<file path="config.mk">
export PLATFORM = sky130hd
export DESIGN_NAME = note_spi_tx_flat
export DESIGN_NICKNAME = d
export VERILOG_FILES = /design/src/rtl/note_spi_pkg.sv /design/src/rtl/note_spi_tx_if.sv /design/src/rtl/note_spi_tx_phase_timer.sv /design/src/rtl/note_spi_tx.sv /design/src/flat_wrapper.sv
export SDC_FILE = /design/constraint.sdc
export NUM_CORES = 1
export LEC_CHECK = 0
export CAP_MARGIN = 20
export CORE_MARGIN = 2
export CORE_UTILIZATION = 55
export DETAILED_ROUTE_END_ITERATION = 6
export PLACE_DENSITY = 0.83
export SLEW_MARGIN = 20
export SYNTH_ARGS = -nofsm -noshare
export SYNTH_HDL_FRONTEND = slang
export SYNTH_SLANG_ARGS = --single-unit
</file>
<file path="constraint.sdc">
create_clock -name clk -period 2.5 [get_ports clk]
set_clock_uncertainty 0.05 [all_clocks]
set_input_delay 0.375 -clock clk [delete_from_list [all_inputs] [get_ports clk]]
set_output_delay 0.375 -clock clk [all_outputs]
set_load 0.005 [all_outputs]
</file>
<file path="src/rtl/note_spi_pkg.sv">
// Shared constants and types for the note SPI transmitter and receiver.
package note_spi_pkg;

    localparam int TUNE_W     = 16;
    localparam int VOL_W      = 8;
    localparam int FRAME_BITS = 24;

    typedef enum logic [2:0] {
        ST_IDLE,
        ST_SETUP,
        ST_HIGH,
        ST_LOW,
        ST_HOLD,
        ST_GAP
    } state_e;

    function automatic logic [FRAME_BITS-1:0] pack_frame(
        input logic [TUNE_W-1:0] tw,
        input logic [VOL_W-1:0]  vol
    );
        return {tw, vol};
    endfunction

endpackage

</file>
<file path="src/rtl/note_spi_tx_if.sv">
// Request handshake between a note producer and the SPI transmitter.
interface note_spi_tx_if;
    import note_spi_pkg::*;

    logic              req_valid;
    logic              req_ready;
    logic [TUNE_W-1:0] tune_word;
    logic [VOL_W-1:0]  volume;

    modport master (
        output req_valid,
        output tune_word,
        output volume,
        input  req_ready
    );

    modport slave (
        input  req_valid,
        input  tune_word,
        input  volume,
        output req_ready
    );

endinterface

</file>
<file path="src/rtl/note_spi_tx_phase_timer.sv">
// Loadable down-counter; tc_o is high while the count sits at zero.
module spi_phase_timer #(
    parameter int W = 3
) (
    input  logic         clk,
    input  logic         reset,
    input  logic         load_i,
    input  logic [W-1:0] load_val_i,
    output logic         tc_o
);

    logic [W-1:0] cnt_q, cnt_d;

    always_comb begin
        cnt_d = cnt_q;
        if (load_i) begin
            cnt_d = load_val_i;
        end else if (cnt_q != '0) begin
            cnt_d = cnt_q - W'(1);
        end
    end

    always_ff @(posedge clk) begin
        if (reset) begin
            cnt_q <= '0;
        end else begin
            cnt_q <= cnt_d;
        end
    end

    assign tc_o = (cnt_q == '0);

endmodule

</file>
<file path="src/rtl/note_spi_tx.sv">
// Serialises {tune_word, volume} as a 24-bit SPI frame, MSB first.
module note_spi_tx
    import note_spi_pkg::*;
#(
    parameter int CLK_DIV    = 4,
    parameter int GAP_CYCLES = 8
) (
    input  logic          clk,
    input  logic          reset,
    note_spi_tx_if.slave  req,
    output logic          cs,
    output logic          sck,
    output logic          sdo,
    output logic          busy,
    output logic          done
);

    localparam int MAXC = (CLK_DIV > GAP_CYCLES) ? CLK_DIV : GAP_CYCLES;
    localparam int CW   = (MAXC < 2) ? 1 : $clog2(MAXC);
    localparam logic [CW-1:0] DIV_LD = CW'(CLK_DIV - 1);
    localparam logic [CW-1:0] GAP_LD = CW'(GAP_CYCLES - 1);
    localparam logic [4:0] LAST_BIT  = 5'(FRAME_BITS - 1);

    state_e                state_q, state_d;
    logic [FRAME_BITS-1:0] sh_q, sh_d;
    logic [4:0]            bit_q, bit_d;
    logic                  cs_q, cs_d;
    logic                  sck_q, sck_d;
    logic                  done_q, done_d;
    logic                  ld;
    logic [CW-1:0]         ld_val;
    logic                  tc;
    logic                  accept;

    spi_phase_timer #(.W(CW)) u_timer (
        .clk        (clk),
        .reset      (reset),
        .load_i     (ld),
        .load_val_i (ld_val),
        .tc_o       (tc)
    );

    assign accept = req.req_valid && (state_q == ST_IDLE);

    always_comb begin
        state_d = state_q;
        sh_d    = sh_q;
        bit_d   = bit_q;
        cs_d    = cs_q;
        sck_d   = sck_q;
        done_d  = 1'b0;
        ld      = 1'b0;
        ld_val  = DIV_LD;
        unique case (state_q)
            ST_IDLE: begin
                if (accept) begin
                    state_d = ST_SETUP;
                    sh_d    = pack_frame(req.tune_word, req.volume);
                    bit_d   = '0;
                    cs_d    = 1'b1;
                    sck_d   = 1'b0;
                    ld      = 1'b1;
                end
            end
            ST_SETUP, ST_LOW: begin
                if (tc) begin
                    state_d = ST_HIGH;
                    sck_d   = 1'b1;
                    ld      = 1'b1;
                end
            end
            ST_HIGH: begin
                // Zeros shift in, so sdo reads 0 once the last bit leaves.
                if (tc) begin
                    sck_d   = 1'b0;
                    sh_d    = {sh_q[FRAME_BITS-2:0], 1'b0};
                    ld      = 1'b1;
                    if (bit_q == LAST_BIT) begin
                        state_d = ST_HOLD;
                        bit_d   = 5'(FRAME_BITS);
                    end else begin
                        state_d = ST_LOW;
                        bit_d   = bit_q + 5'd1;
                    end
                end
            end
            ST_HOLD: begin
                if (tc) begin
                    state_d = ST_GAP;
                    cs_d    = 1'b0;
                    done_d  = 1'b1;
                    ld      = 1'b1;
                    ld_val  = GAP_LD;
                end
            end
            ST_GAP: begin
                if (tc) begin
                    state_d = ST_IDLE;
                end
            end
            default: begin
                state_d = ST_IDLE;
            end
        endcase
    end

    always_ff @(posedge clk) begin
        if (reset) begin
            state_q <= ST_IDLE;
            sh_q    <= '0;
            bit_q   <= '0;
            cs_q    <= 1'b0;
            sck_q   <= 1'b0;
            done_q  <= 1'b0;
        end else begin
            state_q <= state_d;
            sh_q    <= sh_d;
            bit_q   <= bit_d;
            cs_q    <= cs_d;
            sck_q   <= sck_d;
            done_q  <= done_d;
        end
    end

    assign req.req_ready = (state_q == ST_IDLE);
    assign busy          = (state_q != ST_IDLE);
    assign cs            = cs_q;
    assign sck           = sck_q;
    assign sdo           = sh_q[FRAME_BITS-1];
    assign done          = done_q;

endmodule

</file>
<file path="src/flat_wrapper.sv">
// flat-port wrapper written by rule: the top's interface ports become plain ports
module note_spi_tx_flat import note_spi_pkg::*;
#(
    parameter int CLK_DIV    = 4,
    parameter int GAP_CYCLES = 8
)
  (clk, reset, cs, sck, sdo, busy, done, req_req_valid, req_tune_word, req_volume, req_req_ready);
  note_spi_tx_if req_i ();
  input  logic clk;
  input  logic reset;
  output logic cs;
  output logic sck;
  output logic sdo;
  output logic busy;
  output logic done;
  input wire logic [$bits(req_i.req_valid)-1:0] req_req_valid;
  input wire logic [$bits(req_i.tune_word)-1:0] req_tune_word;
  input wire logic [$bits(req_i.volume)-1:0] req_volume;
  output wire logic [$bits(req_i.req_ready)-1:0] req_req_ready;
  assign req_i.req_valid = req_req_valid;
  assign req_i.tune_word = req_tune_word;
  assign req_i.volume = req_volume;
  assign req_req_ready = req_i.req_ready;
  note_spi_tx #(.CLK_DIV(CLK_DIV), .GAP_CYCLES(GAP_CYCLES)) u_core (.clk(clk), .reset(reset), .req(req_i), .cs(cs), .sck(sck), .sdo(sdo), .busy(busy), .done(done));
endmodule
</file>
After elaboration in Yosys (flattened, before gate mapping)
Cells that the tools add are included.
{ "classes": {"add_sub_neg": 2, "n_mul": 0, "div": 0, "n_lt_le_gt_ge": 0, "eq_ne": 11, "n_shift": 0, "mux": 27, "bitwise_logic": 1, "reduce_logical": 16} }
{ "ops": {"columns": ["op", "n"], "rows": [
  ["two-way mux 24 bit", 2],
  ["case mux 24 bit (2 select lines)", 1],
  ["two-way mux 3 bit", 10],
  ["two-way mux 5 bit", 3],
  ["case mux 3 bit (5 select lines)", 1],
  ["inequality test 2 x 1 -> 1 bit (second input constant)", 5],
  ["case mux 5 bit (2 select lines)", 1],
  ["nonzero test 3 bit", 3],
  ["== test 3 x 2 -> 1 bit (second input constant)", 2],
  ["== test 3 bit (second input constant)", 2],
  ["logical NOT 3 bit", 2],
  ["two-way mux 1 bit", 6],
  ["AND reduction 3 bit", 2],
  ["nonzero test 2 bit", 3],
  ["adder 5 x 1 -> 5 bit (second input constant)", 1],
  ["== test 5 bit (second input constant)", 1],
  ["AND reduction 5 bit", 1],
  ["case mux 1 bit (2 select lines)", 2],
  ["AND reduction 4 bit", 1],
  ["OR reduction 2 bit", 2],
  ["OR reduction 4 bit", 1],
  ["== test 3 x 1 -> 1 bit (second input constant)", 1],
  ["case mux 1 bit (3 select lines)", 1],
  ["subtractor 3 x 1 -> 3 bit (second input constant)", 1],
  ["other kinds (2)", 2]
]} }
{ "word_totals": {"reg_bits": 38, "latch_bits": 0, "ram_bits": 0, "romBits": 0, "output_inout_bits": 6, "elab_cells": 64, "n_memories": 0} }

Depth between registers and ports, before layout
Gate-level depths: netlist of the first run.
{ "depth": {"ltp_word": 5, "mapped_depth": 8} }

Modules after synthesis
From an unflattened synthesis of the first run, not the netlist that was laid out.
{ "hier_totals": {"cells_unflattened": 212, "area_unflattened_um2": 1906.8} }
{ "by_module_without_submodules": {"columns": ["mod", "n_inst", "cells_per_inst", "area_per_inst_um2", "seq_area_each_um2"], "rows": [
  ["note_spi_tx", 1, 190, 1700.4, 700.7],
  ["spi_phase_timer", 1, 22, 206.4, 60.1]
]} }

Worst setup path after synthesis of the first run
No wires, ideal clock.
{ "synth_path": {"kind": "flip-flop to flip-flop", "start": "reg u_core.u_timer.cnt_q[0]", "end": "reg u_core.state_q[2]", "setup_ps": 70, "arrival_time_ps": 1578, "slack_ps": 802, "stages_incl_launch_ff": 8, "synth_period_minus_slack_ps": 1698, "path_cell_list": "dfxtp_1 > inv_1 > ha_1 > nor2b_1 > clkbuf_1 > nand2_1 > or3_1 > a21oi_1"} }
{ "synth_between": {"elab_chain_cells": 3, "elab_cells_between_ends": 6} }
{ "synth_rtl": {"columns": ["item", "line", "text"], "rows": [
  ["from (decl)", "note_spi_tx_phase_timer.sv:12", "logic [W-1:0] cnt_q, cnt_d;"],
  ["from (signal assigned)", "note_spi_tx_phase_timer.sv:27", "cnt_q <= cnt_d;"],
  ["logical NOT 3 bit *", "note_spi_tx_phase_timer.sv:31", "assign tc_o = (cnt_q == '0);"],
  ["inequality test 2 x 1 -> 1 bit (no line)", null, null],
  ["AND reduction 5 bit (no line) *", null, null],
  ["to (signal assigned)", "note_spi_tx.sv:116", "state_q <= state_d;"],
  ["to (decl)", "note_spi_tx.sv:24", "state_e state_q, state_d;"]
]} }
Mark *: on every way between the ends. The rest lies on a longest branch, timed or not.
A chain may end at the register's enable or synchronous reset.

Final worst setup path of the first run
{ "layout_path": {"start": "reg u_core.state_q[2]", "end": "out busy"} }
{ "layout_between": {"elab_chain_cells": 1} }
{ "layout_rtl": {"columns": ["item", "line", "text"], "rows": [
  ["nonzero test 3 bit", "note_spi_tx.sv:126", "assign busy = (state_q != ST_IDLE);"],
  ["to (decl)", "flat_wrapper.sv:14", "output logic busy;"]
]} }
Every way passes these cells.

==> run_results.csv, run 1 <==
group,metric,value,unit
run_status,outcome,"finished clean",
synthesis,async_flop_share,0,
clock_network,postCtsResizedCells,0,
die,die-width,61.3,µm
route,vias,1517,
layout,regArea,761,µm²
route,ant_nets,0,
clock_network,clk_latency,0.35,ns
worst_setup_path,start_kind,"flip-flop",
power,power.switching,0.000840,W
timing,fmax,475,MHz
synthesis,syn-num-nets,226,
timing,rsz0062_at_grt,"no",
timing,final-setup-viol-count,0,
synthesis,ys_ff_latch,38,
layout,final_nets,255,
worst_setup_path,required,2.08,ns
power,p_leak,0.866,nW
worst_setup_path,slowest_delay,0.62,ns
power,switching_share,0.369,
grt,grt_pass1_wl,5950,µm
synthesis,synth-seq-area-share,0.422,
grt,antenna_found_initial,0,
clock_network,cts_max_level,2,
route,avgRoutedWirePerCell,13.4,µm
power,cellPowerDensity,1020,mW/mm²
synthesis,syn_avg_cell_area,9.20,µm²
route,avgViaCountPerCell,5.64,
power,p_clk_frac,0.185,
layout,antenna_cells,0,
synthesis,yosysTopAreaCellShare,0.422,
clock_network,post_cts_buffers,0,
worst_setup_path,cp-end-kind,"output pin",
synthesis,yosysUniqueCellTypes,36,
power,sequentialPowerShare,0.386,
layout,final_layout_size_suffix_gt1_frac,0.120,
placement,gp_congestion,0.772,
route,first_iter_violations,52,
power,internal_power,0.00144,W
synthesis,yosysMostFrequentCell,"dfxtp_1",
die,core,0.00308,mm²
route,first_pass_iters,4,
timing,period_share,0.842,
layout,multi_input_area,936,µm²
layout,syn2layout_area_growth,23.2,%
clock_network,cts_tree,"done",
timing,finalSetupTns,0,ns
placement,dp_hpwl,2600,µm
timing,maxSlewViolCount,0,
die,pin_count,33,
clock_network,path_clk_slew,0.10,ns
timing,tightest_slew,0.608,ns
clock_network,hold_buffers,0,
clock_network,cts_inserted_buffers,5,
clock_network,cts.sinks,38,
grt,grt_pass1_vias,1422,
timing,whs,0.412,ns
die,num_rows,20,
layout,fillers,243,
timing,period_needed,2.11,ns
grt,grt_use_total,0.217,
clock_network,cts-root-buf,"clkbuf_4",
route,drt-total-wl,3610,µm
synthesis,synth.cell_area,0.00180,mm²
worst_setup_path,critPathMaxFanout,12,
run,cap_violations,0,
synthesis,synthTopCellsByCount,"dfxtp_1 (38), a21oi_1 (23), nand2_1 (20), nor2_1 (17), a22oi_1 (12)",
die,die_area,0.00375,mm²
worst_setup_path,crit_type,"reg -> out",
worst_setup_path,worstPathArrival,1.68,ns
synthesis,synth_edf_count,0,
worst_setup_path,crit_chain,"nor3_1, inv_1, clkdlybuf4s50_1",
worst_setup_path,cp_slowest_cell,"dfxtp_1",
synthesis,synth_area_leaders,"dfxtp_1 (42%), a21oi_1 (6.4%), a211oi_2 (6.2%), mux2i_1 (6.1%), a22oi_1 (5.0%)",
grt,grt_overflow_total,0,
die,floorplan.initialDensity,0.586,
placement,io_buffer_count,32,
worst_hold_path,holdCritPathClass,"reg -> reg",
clock_network,clock_path_buffers,2,
timing,hold_violations,0,
synthesis,synthFlopType,"dfxtp_1",
grt,grt_max_degree,38,
synthesis,yosys_warnings,0,
power,combPwrFrac,0.429,
power,vdd_drop_max,0.829,mV
synthesis,yosys.area.top_type,"dfxtp_1",
synthesis,synthCells,196,
die,die_h,61.3,µm
route,drc,0,
timing,max_slew_margin,0.593,
per-stage QoR:
stage,cells,setup slack [ns],instance area (µm²),utilization,power [W]
2_1_floorplan,196,0.802,1800,-,0.00162
3_3_place_gp,262,0.454,2140,0.696,0.00181
3_5_place_dp,262,0.369,2140,0.696,0.00187
4_1_cts,269,0.394,2220,0.722,0.00229
5_1_grt,269,0.302,2220,0.722,0.00246
6_report,269,0.395,2220,0.722,0.00228
power groups by stage:
stage          sequential, W  combinational [W]  clock [W]
2_1_floorplan       0.000838           0.000783          0
3_3_place_gp        0.000881           0.000931          0
3_5_place_dp        0.000892           0.000979          0
4_1_cts             0.000878           0.000981   0.000432
5_1_grt             0.000902            0.00110   0.000453
6_report            0.000879           0.000977   0.000422
critical path, delay by kind of cell, from the launching register on:
kind | cells | cell delay [ns]
DFF | 1 | 0.62
and+or+nand+nor | 1 | 0.14
buffers and inverters | 2 | 0.58
path summary, 6_finish.rpt:
| check | slack (ns) | to | from | cells after the start |
|---|---|---|---|---|
| setup / recovery | 0.39 | busy | u_core.state_q[2]$_SDFFE_PP0P_ | 3 |
| hold / removal | 0.41 | u_core.sh_q[10]$_SDFFE_PP0P_ | u_core.sh_q[10]$_SDFFE_PP0P_ | 2 |
| setup reg to reg | 0.49 | u_core.sh_q[15]$_SDFFE_PP0P_ | u_core.state_q[1]$_SDFFE_PP0P_ | 4 |
| hold reg to reg | 0.41 | u_core.sh_q[10]$_SDFFE_PP0P_ | u_core.sh_q[10]$_SDFFE_PP0P_ | 2 |
sequential cells by signal, summed over array words and instances, names as in the netlist:
| register | count |
|---|---|
| u_core.state_q | 3 |
| u_core.cs | 1 |
| u_core.u_timer.cnt_q | 3 |
| u_core.sck | 1 |
| u_core.bit_q | 5 |
| u_core.done | 1 |
| u_core.sh_q | 24 |
kinds of logic (layout without fill, tap and decap cells):
kind of cell,after synthesis,in the layout,synth area share
fa+ha+maj,3,3,0.0208
flops,38,38,0.422
mux,11,11,0.0611
buf+inv,20,49,0.0590
compound gates,63,63,0.256
xor+xnor,2,2,0.00972
simple gates,59,59,0.171
routing by layer:
| layer | part of all wire | up-vias | track usage |
|---|---|---|---|
| li1 | - | 765 | - |
| met1 | 0.43 | 712 | 0.229 |
| met4 | 0.012 | 0 | 0.0745 |
| met2 | 0.51 | 35 | 0.409 |
| met5 | 0 | - | 0 |
| met3 | 0.055 | 5 | 0.0630 |
cell type report:
type | count | area share
multi-input combinational | 138 | 0.421
sequential | 38 | 0.342
timing repair buffer | 37 | 0.167
tap | 44 | 0.0248
clock buffer | 6 | 0.0231
clock inverter | 1 | 0.0135
inverter | 5 | 0.00845
cells in the final DEF, fill, tap and decap left out, types with 2 or more instances in the layout:
master and instances:
dfxtp_1 38, clkdlybuf4s50_1 32, a21oi_1 23, nand2_1 20, nor2_1 17, a22oi_1 12, mux2i_1 11, a211oi_2 9
nand3_1 7, o21ai_0 7, inv_1 5, clkbuf_4 5, buf_4 4, nor3_1 3, or3_1 3, a211oi_1 3
ha_1 3, nor2b_1 2, a32o_1 2
No activity file was read; power rests on OpenSTA's default activity.
==> inputs of run 2 (changes only) <==
--- a/config.mk
+++ b/config.mk
@@ -7,9 +7,9 @@
 export LEC_CHECK = 0
 export CAP_MARGIN = 20
 export CORE_MARGIN = 2
-export CORE_UTILIZATION = 55
+export CORE_UTILIZATION = 46
 export DETAILED_ROUTE_END_ITERATION = 6
-export PLACE_DENSITY = 0.83
+export PLACE_DENSITY = 0.74
 export SLEW_MARGIN = 20
 export SYNTH_ARGS = -nofsm -noshare
 export SYNTH_HDL_FRONTEND = slang
==> constraint.sdc (replaced) <==
create_clock -name clk -period 1.8 [get_ports clk]
set_clock_uncertainty 0.05 [all_clocks]
set_input_delay 0.27 -clock clk [delete_from_list [all_inputs] [get_ports clk]]
set_output_delay 0.27 -clock clk [all_outputs]
set_load 0.005 [all_outputs]
==> run 2 against run 1 <==
Power rose by 53%. Cell count grew 8.6%. Combinational power up 76%. Routed wire length grew 12%. Clock-buffer cell count unchanged. Critical endpoint is now u_core.sh_q[2]$_SDFFE_PP0P_. Highest routed layer unchanged.
==> run_results.csv, run 2 (synthesis gave the netlist of run 1 again) <==
group,metric,value,unit
power,vdd_drop_max,0.578,mV
layout,final_nets,273,
layout,final_cell_mix,"dfxtp_1 (37), clkdlybuf4s50_1 (30), a21oi_1 (23), nand2_1 (20), buf_4 (18)",
worst_setup_path,crit_type,"reg -> reg",
layout,antenna_cells,0,
worst_hold_path,worstHoldStart,"u_core.sh_q[10]$_SDFFE_PP0P_",
grt,grt_pass1_vias,1427,
route,drc,0,
timing,period_share,0.987,
clock_network,path_clk_slew,0.07,ns
grt,grt_max_degree,32,
route,vias,1566,
route,avgRoutedWirePerCell,13.9,µm
worst_hold_path,hold_depth,2,
run_status,outcome,"finished clean",
worst_setup_path,worstPathArrival,1.90,ns
timing,maxSlewViolCount,0,
die,num_rows,22,
timing,finalSetupTns,0,ns
worst_setup_path,start_kind,"flip-flop",
die,core,0.00372,mm²
placement,io_buffer_count,32,
route,ant_nets,0,
clock_network,clk_latency,0.29,ns
placement,dp_hpwl,2760,µm
worst_setup_path,required,1.92,ns
clock_network,hold_buffers,0,
worst_setup_path,timing.rr.start,"u_core.u_timer.cnt_q[0]$_SDFFE_PP0P_",
layout,top_register,"u_core.sh_q",
die,die_h,66.6,µm
clock_network,clock_path_buffers,2,
clock_network,cts.sinks,38,
worst_setup_path,cp-end-kind,"flip-flop",
timing,max_slew_margin,0.756,
route,avgViaCountPerCell,5.36,
placement,gp_congestion,0.871,
clock_network,cts-root-buf,"clkbuf_8",
timing,whs,0.406,ns
layout,reg.largest.list,"u_core.sh_q: 24 flops, u_core.bit_q: 5 flops",
worst_setup_path,r2r_slack,0.02,ns
grt,antenna_found_initial,0,
layout,largest_register_ffs,24,
worst_setup_path,r2r_end,"u_core.sh_q[2]$_SDFFE_PP0P_",
clock_network,cts_max_level,2,
die,die_area,0.00444,mm²
die,pin_count,33,
die,floorplan.initialDensity,0.485,
layout,fillers,323,
timing,final-setup-viol-count,0,
route,first_pass_iters,4,
layout,final_common_cell,"dfxtp_1",
timing,rsz0062_at_grt,"yes",
worst_setup_path,cp-startpoint,"u_core.u_timer.cnt_q[0]$_SDFFE_PP0P_",
worst_setup_path,critPathMaxFanout,15,
die,die-width,66.6,µm
grt,grt_use_total,0.188,
layout,final_layout_size_suffix_gt1_frac,0.205,
timing,period_needed,1.78,ns
clock_network,cts_inserted_buffers,5,
worst_setup_path,crit_path_end,"u_core.sh_q[2]$_SDFFE_PP0P_",
timing,fmax,563,MHz
timing,hold_violations,0,
clock_network,cts_tree,"done",
power,p_leak,0.968,nW
timing,tightest_slew,0.364,ns
grt,grt_overflow_total,0,
layout,syn2layout_area_growth,33.9,%
run,cap_violations,0,
worst_hold_path,holdCritPathClass,"reg -> reg",
grt,grt_pass1_wl,6320,µm
route,first_iter_violations,95,
worst_setup_path,reg2reg_depth,8,
route,drt-total-wl,4050,µm
power,cellPowerDensity,1450,mW/mm²
==> run 2: layout make-up <==
class                           count  area, µm²  share of cell area
Multi-Input combinational cell    139        963               0.399
Sequential cell                    38        762               0.316
Timing Repair Buffer               54        515               0.213
Clock buffer                        6       82.6              0.0342
Tap cell                           48       60.1              0.0249
Inverter                            5       18.8             0.00777
Clock inverter                      2       12.5             0.00518
==> run 2: critical path: stages, from the launching register on <==
cell	delay, ns
dfxtp_1	0.33
inv_1	0.08
ha_1	0.25
nand2b_1	0.26
buf_4	0.21
nor2_4	0.04
buf_12	0.15
a22oi_1	0.21
a21oi_1	0.09
==> run 2: per-stage QoR <==
stage	instances	total power (W)	utilization	worst slack, ns	cell area (µm²)
finish	292	0.00349	0.650	0.0242	2410
global route	292	0.00375	0.650	-0.0617	2410
CTS	290	0.00344	0.638	0.0162	2370
detailed placement	282	0.00283	0.610	-0.146	2270
global placement	282	0.00278	0.610	-0.0962	2270
floorplan	196	0.00225	-	0.102	1800
==> run 2: worst min path at each step <==
stage | slack, ns | to
after floorplan | 0.36 | u_core.sh_q[0]$_SDFFE_PP0P_
after global placement | 0.39 | u_core.sh_q[1]$_SDFFE_PP0P_
after detailed placement | 0.40 | u_core.sh_q[10]$_SDFFE_PP0P_
after CTS | 0.41 | u_core.sh_q[10]$_SDFFE_PP0P_
after global routing | 0.42 | u_core.sh_q[1]$_SDFFE_PP0P_
final | 0.41 | u_core.sh_q[10]$_SDFFE_PP0P_
==> run 2: where the power goes <==
group,leakage [nW],switching (W),internal (W)
clock network,0.0472,0.000296,0.000308
logic,0.608,0.000895,0.000824
registers,0.313,0.000116,0.00105
==> run 2: timing repair <==
action | in CTS | in global routing
hold endpoints to repair | 0 | 0
pin swaps | 0 | 2
resized for setup | 6 | 4
setup buffers | 0 | 1
setup endpoints to repair | 2 | 32
gates cloned | 0 | 1
==> run 2: per-layer routing <==
metal / vias up / part of all wire / track usage
li1: 797 / - / -
met1: 733 / 0.45 / 0.229
met2: 30 / 0.50 / 0.321
met3: 6 / 0.036 / 0.0405
met4: 0 / 0.016 / 0.0765
met5: - / 0 / 0
==> inputs of run 3 (changes only) <==
--- a/config.mk
+++ b/config.mk
@@ -9,7 +9,7 @@
 export CORE_MARGIN = 2
 export CORE_UTILIZATION = 46
 export DETAILED_ROUTE_END_ITERATION = 6
-export PLACE_DENSITY = 0.74
+export PLACE_DENSITY = 0.73
 export SLEW_MARGIN = 20
 export SYNTH_ARGS = -nofsm -noshare
 export SYNTH_HDL_FRONTEND = slang
==> run 3 against run 2 <==
Clock-buffer cell count stayed put. Cell area is 0.98% higher. Global-route usage is 0.18 points higher. Critical path depth did not move. Cell count is 1.0% higher. Register-to-register slack improved by 0.09 ns. Largest power group unchanged.
==> run_results.csv, run 3 (synthesis gave the netlist of run 1 again) <==
group,metric,value,unit
layout,final_cell_mix,"dfxtp_1 (37), clkdlybuf4s50_1 (30), a21oi_1 (23), buf_4 (22), nand2_1 (20)",
clock_network,clk_latency,0.30,ns
route,vias,1557,
layout,final_layout_size_suffix_gt1_frac,0.215,
worst_hold_path,holdCritPathClass,"reg -> reg",
grt,grt_max_degree,25,
die,num_rows,22,
clock_network,clock_path_buffers,2,
route,drc,0,
placement,dp_hpwl,2730,µm
timing,period_needed,1.68,ns
layout,antenna_cells,0,
layout,syn2layout_area_growth,35.3,%
die,pin_count,33,
run,cap_violations,0,
clock_network,path_clk_slew,0.08,ns
route,first_pass_iters,4,
clock_network,hold_buffers,0,
placement,place_ws,-0.165,ns
worst_setup_path,crit_chain,"inv_1, ha_1, nand2b_1, buf_4, nor2_4, buf_12, a22oi_1, a21oi_1",
worst_setup_path,worstPathArrival,1.82,ns
timing,final-setup-viol-count,0,
layout,reg.largest.list,"u_core.sh_q: 24 flops, u_core.bit_q: 5 flops",
power,p_leak,0.985,nW
layout,final_common_cell,"dfxtp_1",
grt,grt_use_total,0.190,
timing,fmax,594,MHz
timing,maxSlewViolCount,0,
grt,antenna_found_initial,0,
timing,period_share,0.935,
grt,grt_pass1_vias,1467,
die,die-width,66.6,µm
route,ant_nets,0,
clock_network,cts_inserted_buffers,5,
worst_setup_path,critPathMaxFanout,15,
placement,gp_congestion,0.758,
run_status,outcome,"finished clean",
clock_network,cts_tree,"done",
worst_setup_path,start_kind,"flip-flop",
timing,setup_ws,0.117,ns
worst_setup_path,cp-end-kind,"flip-flop",
die,die_h,66.6,µm
layout,fin_area,0.00244,mm²
route,avgViaCountPerCell,5.28,
die,core,0.00372,mm²
worst_setup_path,r2r_slack,0.12,ns
route,first_iter_violations,93,
layout,largest_register_ffs,24,
worst_setup_path,required,1.93,ns
worst_setup_path,cp_slowest_cell,"dfxtp_1",
worst_setup_path,critPathBufInv,3,
power,power.total,0.00353,W
layout,final_nets,276,
clock_network,cts_max_level,2,
die,floorplan.initialDensity,0.485,
timing,tightest_slew,0.379,ns
route,avgRoutedWirePerCell,13.5,µm
worst_setup_path,slowest_delay,0.33,ns
clock_network,cts-root-buf,"clkbuf_8",
grt,grt_overflow_total,0,
timing,finalSetupTns,0,ns
layout,top_register,"u_core.sh_q",
worst_setup_path,crit_family,"buffers and inverters",
clock_network,cts.sinks,38,
placement,io_buffer_count,32,
die,die_area,0.00444,mm²
placement,dpl_cell_area,0.00229,mm²
timing,hold_violations,0,
power,vdd_drop_max,0.653,mV
worst_setup_path,crit_type,"reg -> reg",
power,cellPowerDensity,1450,mW/mm²
grt,grt_pass1_wl,6390,µm
route,drt-total-wl,3990,µm
timing,max_slew_margin,0.747,
run 3: power breakdown:
group	leakage (nW)	internal (W)	switching, W
sequential	0.313	0.00105	0.000115
clock	0.0472	0.000308	0.000311
combinational	0.625	0.000852	0.000892
total	0.985	0.00221	0.00132
run 3: final cells by class:
cell class                      count  area (µm²)
Tap cell                           48        60.1
Clock inverter                      2        12.5
Fill cell                         322        1280
Sequential cell                    38         762
Inverter                            5        18.8
Multi-Input combinational cell    139         968
Clock buffer                        6        82.6
Timing Repair Buffer               57         534
run 3: path summary, 6_finish.rpt:
| path | from | end | cells after the start |
|---|---|---|---|
| setup reg to reg | u_core.u_timer.cnt_q[1]$_SDFFE_PP0P_ | u_core.sh_q[2]$_SDFFE_PP0P_ | 8 |
| hold / removal | u_core.sh_q[5]$_SDFFE_PP0P_ | u_core.sh_q[5]$_SDFFE_PP0P_ | 2 |
| setup / recovery | u_core.u_timer.cnt_q[1]$_SDFFE_PP0P_ | u_core.sh_q[2]$_SDFFE_PP0P_ | 8 |
| hold reg to reg | u_core.sh_q[5]$_SDFFE_PP0P_ | u_core.sh_q[5]$_SDFFE_PP0P_ | 2 |
run 3: stage by stage:
stage	hold slack [ns]	std cells	util
floorplan	0.356	196	-
global placement	0.394	285	0.616
detailed placement	0.399	285	0.616
CTS	0.410	293	0.645
global route	0.432	295	0.656
finish	0.405	295	0.656
run 3: routing by layer:
layer  GRT usage  part of all wire
met1       0.233              0.45
met2       0.323              0.50
met3      0.0456             0.040
met4      0.0689             0.013
met5           0                 0
run 3: timing repair:
| item | CTS | global route |
|---|---|---|
| setup buffers | 0 | 1 |
| cloned | 0 | 1 |
| pin swaps | 0 | 2 |
| endpoints found under the setup margin | 2 | 28 |
| resized for setup | 6 | 3 |
run 3: worst register-to-register path, stage by stage, from the launching register on:
cell and delay [ns]:
dfxtp_1 0.33, inv_1 0.06, ha_1 0.21, nand2b_1 0.23, buf_4 0.20, nor2_4 0.04, buf_12 0.15, a22oi_1 0.20
a21oi_1 0.09
